===== src/rtl/apu_mixer_pkg.sv =====
// apu_mixer_pkg
// Shared constants and helper functions for the parametrised APU stereo mixer.
// Holds the register address map (as functions of the routing byte count),
// the gain width, the constant bits returned by the CTRL register, and the
// width function for the per-side wave sums.
package apu_mixer_pkg;

  // Gain runs 0..8, so four bits are enough.
  localparam int GAIN_W = 4;

  // CTRL[6:4] always read back as ones.
  localparam logic [2:0] CTRL_ONES = 3'b111;

  // Register map: VOL at 0, routing bytes from 1 upward, CTRL just past them.
  localparam int ADDR_VOL        = 0;
  localparam int ADDR_ROUTE_BASE = 1;

  function automatic int route_bytes(input int nch);
    return (nch + 3) / 4;
  endfunction

  function automatic int addr_ctrl(input int rb);
    return rb + 1;
  endfunction

  // Smallest width that holds the sum of every channel at full scale.
  function automatic int sum_width(input int nch, input int wave_w);
    return $clog2(nch * ((1 << wave_w) - 1) + 1);
  endfunction

endpackage


===== src/rtl/apu_mix_gain_ramp.sv =====
// apu_mix_gain_ramp
// Per-side gain tracker. On each sample_tick the current gain moves toward
// the target.
//   Build macro APU_MIXER_RAMP_EN:
//     defined   - gain steps by exactly 1 toward the target per tick
//     undefined - gain loads the target directly on each tick
// Ports:
//   clk, reset   - system clock, synchronous active-high reset
//   target       - desired gain (0..8)
//   sample_tick  - one-cycle sample strobe, the only time the gain moves
//   cur_gain     - registered current gain
module apu_mix_gain_ramp
  import apu_mixer_pkg::*;
(
  input  logic              clk,
  input  logic              reset,
  input  logic [GAIN_W-1:0] target,
  input  logic              sample_tick,
  output logic [GAIN_W-1:0] cur_gain
);

  logic [GAIN_W-1:0] gain_q, gain_d;

  always_comb begin
    gain_d = gain_q;
    if (sample_tick) begin
`ifdef APU_MIXER_RAMP_EN
      // One step per tick keeps volume changes from clicking.
      if (gain_q < target) begin
        gain_d = gain_q + GAIN_W'(1);
      end else if (gain_q > target) begin
        gain_d = gain_q - GAIN_W'(1);
      end
`else
      gain_d = target;
`endif
    end
  end

  always_ff @(posedge clk) begin
    if (reset) begin
      gain_q <= '0;
    end else begin
      gain_q <= gain_d;
    end
  end

  assign cur_gain = gain_q;

endmodule


===== src/rtl/apu_mixer_ramp.sv =====
// apu_mixer_ramp
// Parametrised stereo mixer: master volume, per-channel left/right routing
// and master-control registers; sums routed channel waves per side and
// scales each side by a gain that tracks the programmed volume.
// Optional feature macro APU_MIXER_RAMP_EN enables gain ramping (see
// apu_mix_gain_ramp); without it the gain jumps straight to the volume.
// Ports:
//   clk, reset               - system clock, synchronous active-high reset
//   cpu_en, addr, write,     - CPU register bus; writes commit on cpu_en & write
//   wdata, rdata               rdata is combinational from addr
//   ch_wave, ch_off          - channel waves and per-channel mutes (sampled on tick)
//   length_plays             - channel-active status, visible in CTRL[3:0]
//   sample_tick              - one-cycle sample strobe
//   sound_r, sound_l         - registered mixed samples, valid two cycles after tick
//   sound_valid              - one-cycle strobe marking a new sample pair
module apu_mixer_ramp
  import apu_mixer_pkg::*;
#(
  parameter int NCH    = 4,
  parameter int WAVE_W = 4,
  parameter int RB     = route_bytes(NCH),
  parameter int ADDR_W = $clog2(RB + 2),
  parameter int SUM_W  = sum_width(NCH, WAVE_W),
  parameter int OUT_W  = SUM_W + 3
) (
  input  logic                    clk,
  input  logic                    reset,
  input  logic                    cpu_en,
  input  logic [ADDR_W-1:0]       addr,
  input  logic                    write,
  input  logic [7:0]              wdata,
  output logic [7:0]              rdata,
  input  logic [NCH*WAVE_W-1:0]   ch_wave,
  input  logic [NCH-1:0]          ch_off,
  input  logic [NCH-1:0]          length_plays,
  input  logic                    sample_tick,
  output logic [OUT_W-1:0]        sound_r,
  output logic [OUT_W-1:0]        sound_l,
  output logic                    sound_valid
);

  localparam int CTRL_A = addr_ctrl(RB);
  localparam int PAD_W  = NCH + 4;

  logic [7:0]       vol_q, vol_d;
  logic             apu_on_q, apu_on_d;
  logic [NCH-1:0]   route_r_q, route_r_d, route_l_q, route_l_d;
  logic [SUM_W-1:0] sum_r_q, sum_r_d, sum_l_q, sum_l_d;
  logic [SUM_W-1:0] acc_r, acc_l;
  logic             stage_q, stage_d;
  logic [OUT_W-1:0] sound_r_q, sound_r_d, sound_l_q, sound_l_d;
  logic             valid_q, valid_d;
  logic [GAIN_W-1:0] target_r, target_l, gain_r, gain_l;

  logic             wr_en;
  logic [PAD_W-1:0] route_r_pad, route_l_pad, lp_pad;
  logic             unused_pad;

  assign wr_en = cpu_en & write;

  // Zero-padded copies let partial routing bytes and short length_plays
  // read back with zeros in the missing channel positions.
  assign route_r_pad = {4'b0000, route_r_q};
  assign route_l_pad = {4'b0000, route_l_q};
  assign lp_pad      = {4'b0000, length_plays};
  assign unused_pad  = ^{route_r_pad[PAD_W-1:4*RB], route_l_pad[PAD_W-1:4*RB],
                         lp_pad[PAD_W-1:4]};

  // Register writes. CTRL is always writable; clearing apu_on wipes the
  // volume and routing on the same edge.
  always_comb begin
    vol_d     = vol_q;
    apu_on_d  = apu_on_q;
    route_r_d = route_r_q;
    route_l_d = route_l_q;
    if (wr_en) begin
      if (addr == ADDR_W'(CTRL_A)) begin
        apu_on_d = wdata[7];
        if (!wdata[7]) begin
          vol_d     = '0;
          route_r_d = '0;
          route_l_d = '0;
        end
      end else if (apu_on_q) begin
        if (addr == ADDR_W'(ADDR_VOL)) begin
          vol_d = wdata;
        end
        for (int k = 0; k < NCH; k++) begin
          if (addr == ADDR_W'(ADDR_ROUTE_BASE + k / 4)) begin
            route_r_d[k] = wdata[k % 4];
            route_l_d[k] = wdata[4 + k % 4];
          end
        end
      end
    end
  end

  // Register read mux.
  always_comb begin
    rdata = 8'h00;
    if (addr == ADDR_W'(ADDR_VOL)) begin
      rdata = vol_q;
    end else if (addr == ADDR_W'(CTRL_A)) begin
      rdata = {apu_on_q, CTRL_ONES, lp_pad[3:0]};
    end
    for (int b = 0; b < RB; b++) begin
      if (addr == ADDR_W'(ADDR_ROUTE_BASE + b)) begin
        rdata = {route_l_pad[4*b +: 4], route_r_pad[4*b +: 4]};
      end
    end
  end

  // Per-side sums of enabled channels; SUM_W is sized so this never wraps.
  always_comb begin
    acc_r = '0;
    acc_l = '0;
    for (int k = 0; k < NCH; k++) begin
      if (route_r_q[k] & ~ch_off[k]) begin
        acc_r = acc_r + SUM_W'(ch_wave[k*WAVE_W +: WAVE_W]);
      end
      if (route_l_q[k] & ~ch_off[k]) begin
        acc_l = acc_l + SUM_W'(ch_wave[k*WAVE_W +: WAVE_W]);
      end
    end
  end

  // Targets come from registered state, so a write landing with the tick
  // only affects the next frame.
  assign target_r = apu_on_q ? ({1'b0, vol_q[2:0]} + GAIN_W'(1)) : '0;
  assign target_l = apu_on_q ? ({1'b0, vol_q[6:4]} + GAIN_W'(1)) : '0;

  apu_mix_gain_ramp u_gain_r (
    .clk         (clk),
    .reset       (reset),
    .target      (target_r),
    .sample_tick (sample_tick),
    .cur_gain    (gain_r)
  );

  apu_mix_gain_ramp u_gain_l (
    .clk         (clk),
    .reset       (reset),
    .target      (target_l),
    .sample_tick (sample_tick),
    .cur_gain    (gain_l)
  );

  // Two-stage pipeline: tick captures sums/steps gain, next cycle registers
  // the products. A tick in the product cycle overlaps cleanly because the
  // product uses the old sums while the new ones are captured.
  always_comb begin
    sum_r_d   = sample_tick ? acc_r : sum_r_q;
    sum_l_d   = sample_tick ? acc_l : sum_l_q;
    stage_d   = sample_tick;
    valid_d   = stage_q;
    sound_r_d = stage_q ? OUT_W'(sum_r_q) * OUT_W'(gain_r) : sound_r_q;
    sound_l_d = stage_q ? OUT_W'(sum_l_q) * OUT_W'(gain_l) : sound_l_q;
  end

  always_ff @(posedge clk) begin
    if (reset) begin
      vol_q     <= '0;
      apu_on_q  <= 1'b0;
      route_r_q <= '0;
      route_l_q <= '0;
      sum_r_q   <= '0;
      sum_l_q   <= '0;
      stage_q   <= 1'b0;
      valid_q   <= 1'b0;
      sound_r_q <= '0;
      sound_l_q <= '0;
    end else begin
      vol_q     <= vol_d;
      apu_on_q  <= apu_on_d;
      route_r_q <= route_r_d;
      route_l_q <= route_l_d;
      sum_r_q   <= sum_r_d;
      sum_l_q   <= sum_l_d;
      stage_q   <= stage_d;
      valid_q   <= valid_d;
      sound_r_q <= sound_r_d;
      sound_l_q <= sound_l_d;
    end
  end

  assign sound_r     = sound_r_q;
  assign sound_l     = sound_l_q;
  assign sound_valid = valid_q;

endmodule


===== config.mk =====
export PLATFORM = sky130hd
export DESIGN_NAME = apu_mixer_ramp
export DESIGN_NICKNAME = d
export VERILOG_FILES = /design/src/rtl/apu_mixer_pkg.sv /design/src/rtl/apu_mix_gain_ramp.sv /design/src/rtl/apu_mixer_ramp.sv
export SDC_FILE = /design/constraint.sdc
export NUM_CORES = 1
export LEC_CHECK = 0
export ABC_CLOCK_PERIOD_IN_PS = 9950
export CELL_PAD_IN_SITES_DETAIL_PLACEMENT = 1
export CELL_PAD_IN_SITES_GLOBAL_PLACEMENT = 1
export CORE_MARGIN = 10
export CORE_UTILIZATION = 46
export DETAILED_ROUTE_END_ITERATION = 16
export PLACE_DENSITY = 0.94
export SKIP_CTS_REPAIR_TIMING = 1
export SLEW_MARGIN = 10
export SYNTH_ARGS = -nofsm -noshare
export SYNTH_HDL_FRONTEND = slang
export SYNTH_SLANG_ARGS = --single-unit

===== constraint.sdc =====
create_clock -name clk -period 9.95 [get_ports clk]
set_input_delay 1.4925 -clock clk [delete_from_list [all_inputs] [get_ports clk]]
set_output_delay 1.4925 -clock clk [all_outputs]
set_load 0.005 [all_outputs]

* After elaboration in Yosys (flattened, before gate mapping)
Index checks and enable logic that the tools add are counted.
** Operators by class
- Muxes and demuxes :: 30
- Bitwise gates (word level) :: 13
- Eq/ne operators :: 3
- $mul :: 2
- Reduce and logical (&&, ||, !) cells :: 7
- Add/sub/neg operators :: 8
** Operators by type and width (count)
- 8-bit two-way mux :: 7
- 6-bit by 4-bit adder with 6-bit output :: 6
- 4-bit two-way mux :: 9
- 6-bit two-way mux :: 6
- 6-bit by 4-bit multiplier with 9-bit output :: 2
- 1-bit AND :: 9
- 3-bit by 1-bit adder with 4-bit output (second input constant) :: 2
- 1-bit two-way mux :: 8
- 4-bit AND reduction :: 2
- 2-bit nonzero test :: 3
- 1-bit NOT :: 4
- 2-bit by 1-bit == test with 1-bit output (second input constant) :: 1
- 2-bit == test (second input constant) :: 1
- 2-bit zero test :: 1
- 2-bit inequality test (second input constant) :: 1
- 2-bit AND reduction :: 1
** Word-level totals
- Bits of input ports :: 39
- Bits in registers :: 57
- Output and inout bits :: 27
- Logic and storage cells :: 75

* Logic depth before layout (Yosys ltp)
- Depth after elaboration :: 9
- Depth in mapped cells :: 19
- Mapped depth without buffers :: 19

* Hierarchy
A second synthesis with hierarchy kept.
** Second synthesis, totals
- Cells, all modules :: 595
- Area total of the unflattened synthesis :: 5121.2 sq um
** Modules (own cells, without submodules)
- apu_mixer_ramp :: seq. area each 980.9 sq um, times used 1, cells each 569, area an instance 4840.9 sq um
- apu_mix_gain_ramp :: seq. area each 80.1 sq um, times used 2, cells each 13, area an instance 140.1 sq um

* Worst setup path before layout
OpenSTA, ideal clock, no wires.
- Path kind :: in2reg
- From :: input ch_off[0]
- To :: register sum_r_q[5]
- Library setup time :: 0.070 ns
- Data arrival time :: 4.884 ns
- Path buffers :: 0
- Stages on the path :: 17
- Required time :: 9.880 ns
- Setup slack :: 4.996 ns
- Cells stage by stage :: and3b_2 -> ha_1 -> inv_1 -> fa_1 -> xor2_1 -> or3_1 -> nand2_1 -> ha_1 -> a21oi_1 -> and4_1 -> a311oi_2 -> or2_1 -> ha_1 -> a21boi_0 -> o211ai_1 -> a311o_1 -> a21oi_1
** On the way
- Cells in the longest elaborated chain, start to end :: 9
** Ends and longest elaborated chain
- start: declaration :: RTL line apu_mixer_ramp.sv:34 : input logic [NCH-1:0] ch_off,
- 1-bit NOT * :: RTL line apu_mixer_ramp.sv:118 : if (route_r_q[k] & ~ch_off[k]) begin
- 1-bit AND * :: RTL line apu_mixer_ramp.sv:118
- 4-bit two-way mux * :: RTL line apu_mixer_ramp.sv:118
- 6-bit by 4-bit adder with 6-bit output :: RTL line apu_mixer_ramp.sv:119 : acc_r = acc_r + SUM_W'(ch_wave[k*WAVE_W +: WAVE_W]);
- 6-bit two-way mux * :: RTL line apu_mixer_ramp.sv:118
- 6-bit by 4-bit adder with 6-bit output :: RTL line apu_mixer_ramp.sv:119
- 6-bit two-way mux * :: RTL line apu_mixer_ramp.sv:118
- 6-bit by 4-bit adder with 6-bit output :: RTL line apu_mixer_ramp.sv:119
- 6-bit two-way mux * :: RTL line apu_mixer_ramp.sv:118
- end signal: assignment :: RTL line apu_mixer_ramp.sv:177 : sum_r_q <= sum_r_d;
- end: declaration :: RTL line apu_mixer_ramp.sv:48 : logic [SUM_W-1:0] sum_r_q, sum_r_d, sum_l_q, sum_l_d;
Mark *: on every way between the ends. The rest lies on a longest branch, timed or not.
A chain may end at the register's enable or synchronous reset.

* Worst setup path after layout
- From :: input ch_off[0]
- To :: register sum_l_q[5]
** On the way
- Cells in the longest elaborated chain, start to end :: 9
** Ends and longest elaborated chain
- 1-bit NOT * :: RTL line apu_mixer_ramp.sv:121 : if (route_l_q[k] & ~ch_off[k]) begin
- 1-bit AND * :: RTL line apu_mixer_ramp.sv:121
- 4-bit two-way mux * :: RTL line apu_mixer_ramp.sv:121
- 6-bit by 4-bit adder with 6-bit output :: RTL line apu_mixer_ramp.sv:122 : acc_l = acc_l + SUM_W'(ch_wave[k*WAVE_W +: WAVE_W]);
- 6-bit two-way mux * :: RTL line apu_mixer_ramp.sv:121
- 6-bit by 4-bit adder with 6-bit output :: RTL line apu_mixer_ramp.sv:122
- 6-bit two-way mux * :: RTL line apu_mixer_ramp.sv:121
- 6-bit by 4-bit adder with 6-bit output :: RTL line apu_mixer_ramp.sv:122
- 6-bit two-way mux * :: RTL line apu_mixer_ramp.sv:121
- end signal: assignment :: RTL line apu_mixer_ramp.sv:178 : sum_l_q <= sum_l_d;
- end: declaration :: RTL line apu_mixer_ramp.sv:48
Marks and branches as above.

==> results.yml <==
synth:
  syn_inst: 595
  ys_top_cells_by_count: "nor2_1, dfxtp_1, ha_1, nand2_1, inv_1"
  ys.warnings.count: 0
  yosysSeqAreaShare_pct: 22.80
  netlist_area_um2: 5005
  ys_ff_latch: 57
  ys.flop_type: "dfxtp_1"
  syn_area_per_cell_um2: 8.411
  synth.area.top_cells: "dfxtp_1, ha_1, fa_1"
  async_flop_share_pct: 0
  synthMostInstantiatedCell: "nor2_1"
  yosys.area.top_type: "dfxtp_1"
  synth_edf_count: 0
  syn_nets: 709
  synth_top_area_share_pct: 22.80
  synthDistinctLibCells: 52
routing:
  first_iter_violations: 201
  dr_total_vias: 4429
  post-route-drc-count: 0
  wirelength_um: 14550
  ant_nets: 0
  via_per_inst: 5.606
  wl_per_cell_um: 18.41
  drt-pass1-iter-count: 4
timing:
  hold_viol_final: 0
  setup-tns-final_ns: 0
  finalCritPeriodShare_pct: 56.25
  rsz0062_at_grt: "no"
  slew_violations: 0
  skew_ns: 0.01854
  period_needed_ns: 5.597
  relSlewSlack_pct: 26.50
  finalSetupViolations: 0
  timing.fmax_mhz: 178.7
  tightestPinTransition_ns: 1.103
placed_design:
  hpwl_um: 11260
  gp_congestion: 0.8753
  port_buffers: 65
  dp.cells: 774
pwr:
  p_comb_share_pct: 11.7
  p_leak_uw: 0.002552
  peakVddDrop_uv: 51.53
  power_density_nw_per_um2: 93.86
  switching_share_pct: 26.29
  power.internal_uw: 411.5
  seq_power_share_pct: 42.3
  power_switching_uw: 146.7
  clkPwrFrac_pct: 46.0
final_layout:
  fin_nets: 759
  antenna_cells: 0
  stdcell_count: 790
  final_util_pct: 55.34
  layout-drive-gt1-share_pct: 5.385
  area_delta_synth_final_pct: 18.82
global_routing:
  grt_pass1_vias: 4923
  antenna_found_initial: 0
  grt_max_degree: 64
  grt_use_total_pct: 18.32
  grt_overflow: 0
  grt_first_pass_wirelength_um: 23980
critical_path:
  startpoint_type: "primary input"
  crit_type: "in2reg"
  critical_path.slowest_cell: "clkdlybuf4s50_1"
  r2r_setup_slack_ns: 5.57
  worstPathRequired_ns: 10.23
  cp_slowest_stage_delay_ns: 0.51
  crit_start: "ch_off[0]"
  r2r_end: "sum_l_q[5]"
  rr_worst_depth: 17
  end_kind: "flip-flop"
  cp_max_fo: 10
  crit_chain: "clkdlybuf4s50_1 > and3b_2 > ha_1 > inv_1 > fa_1 > xor2_1 > or3_1 > nand2_1 > ha_1 > a21oi_1 > and4_1 > a311oi_2 > or2_1 > ha_1 > a21boi_0 > o211ai_1 > a311o_1 > a21oi_1"
  arrival_ns: 5.88
  critPathMostFrequentCell: "ha_1"
  endpoint: "sum_l_q[5]"
  rr_startpoint: "route_l_q[0]"
die:
  die_area_um2: 15450
  core_area_um2: 10750
  die_h_um: 124.3
  start_util_pct: 46.58
  rows: 38
  ios: 66
  die_w_um: 124.3
clocking:
  cts-root-buf: "clkbuf_8"
  htreeDepth: 3
  clock_latency_ns: 0.37
  clock-sinks: 57
  clk_pin_slew_ns: 0.07
  clockBufferDepth: 2
  cts_tree: "built"
  cts_buffers: 9
hold_path:
  holdCritPathClass: "reg2reg"
job:
  maxCapViolCount: 0
run_status:
  outcome: "finished, final reports clean"
metal layers:
layer / up-vias / GRT usage, % / routed length, µm / share of wire [%]
met5: - / 0 / 0 / 0
met4: 0 / 6.580 / 375 / 2.6
met3: 29 / 3.872 / 503 / 3.5
met2: 90 / 35.24 / 7817 / 54
met1: 2156 / 18.85 / 5850 / 40
li1: 2154 / - / - / -
cell families (layout without fill, tap and decap cells):
kind of cell / Yosys count / after routing / synth area share [%]
XOR/XNOR: 26 / 26 / 4.550
multiplexers: 40 / 40 / 8.150
flip-flops: 57 / 57 / 22.80
AO/OA/AOI/OAI: 118 / 118 / 15.60
buffers and inverters: 68 / 123 / 5.425
adder cells (fa/ha/maj): 75 / 75 / 22.05
AND/OR/NAND/NOR: 211 / 211 / 21.43
through the flow:
stage	power (µW)	hold WS [ns]	cell area, µm²	setup slack, ns
after floorplan	273.4	0.4607	5005	4.996
after global placement	301.5	0.4635	5719	4.334
after detailed placement	306.2	0.4735	5719	4.017
after CTS	561.6	0.5047	5947	4.382
after global routing	580.0	0.5356	5947	4.036
final	558.2	0.4967	5947	4.353
final cells by class:
| type | instances | area (µm²) |
|---|---|---|
| Clock buffer | 10 | 137.6 |
| Tap cell | 140 | 175.2 |
| Fill cell | 1309 | 4798 |
| Timing Repair Buffer | 67 | 660.6 |
| Clock inverter | 6 | 90.09 |
| Sequential cell | 57 | 1141 |
| Multi-Input combinational cell | 470 | 3592 |
| Inverter | 40 | 150.1 |
state kept, by name, indices dropped and copies added (netlist names):
register	cells
stage_q	1
route_r_q	4
u_gain_l.cur_gain	4
sound_l	9
u_gain_r.cur_gain	4
sum_r_q	6
apu_on_q	1
sum_l_q	6
sound_r	9
route_l_q	4
vol_q	8
sound_valid	1
layout by cell type (no fill, tap or decap), types with 3 or more instances in the layout:
cell,instances
xor2_1,7
ha_1,53
and2_1,23
nand3_1,15
o211ai_1,6
clkdlybuf4s50_1,64
o31ai_1,4
xnor2_1,19
nor2b_1,13
dfxtp_1,57
a22oi_1,4
nor2_1,60
a21oi_1,36
nand3b_1,8
a211oi_1,12
a31oi_1,3
a311o_1,3
mux2i_1,34
inv_1,40
o21ai_0,21
a21o_1,7
clkbuf_8,10
mux2_2,6
nand2b_1,17
fa_1,22
nand2_1,53
o22ai_1,4
a21boi_0,4
and3b_1,4
critical path, delay by kind of cell:
kind | cells | cell delay, ns
buffers and inverters | 2 | 0.56
and+or+nand+nor | 5 | 1.23
xor gates and xnor gates | 1 | 0.18
adders and majority gates | 4 | 1.13
AOI/OAI and AO/OA | 6 | 1.27
how the worst min path moves through the flow:
| stage | start | endpoint | slack (ns) | cells past startpoint |
|---|---|---|---|---|
| 3_5_place_dp | sound_l[0] | sound_l[0] | 0.47 | 2 |
| 6_report | sound_l[4] | sound_l[4] | 0.50 | 2 |
| 4_1_cts | sound_l[4] | sound_l[4] | 0.50 | 2 |
| 2_1_floorplan | vol_q[7] | vol_q[7] | 0.46 | 2 |
| 5_1_grt | sound_l[4] | sound_l[4] | 0.54 | 2 |
| 3_3_place_gp | sound_l[0] | sound_l[0] | 0.46 | 2 |
power by group through the flow:
stage | Clock (µW) | Combinational, µW | Sequential, µW
floorplan | 0 | 34.2 | 239
global placement | 0 | 61.1 | 240
detailed placement | 0 | 65.2 | 241
CTS | 260 | 66.1 | 236
global route | 272 | 71.6 | 236
finish | 257 | 65.5 | 236
(Power assumes the default switching activity.)
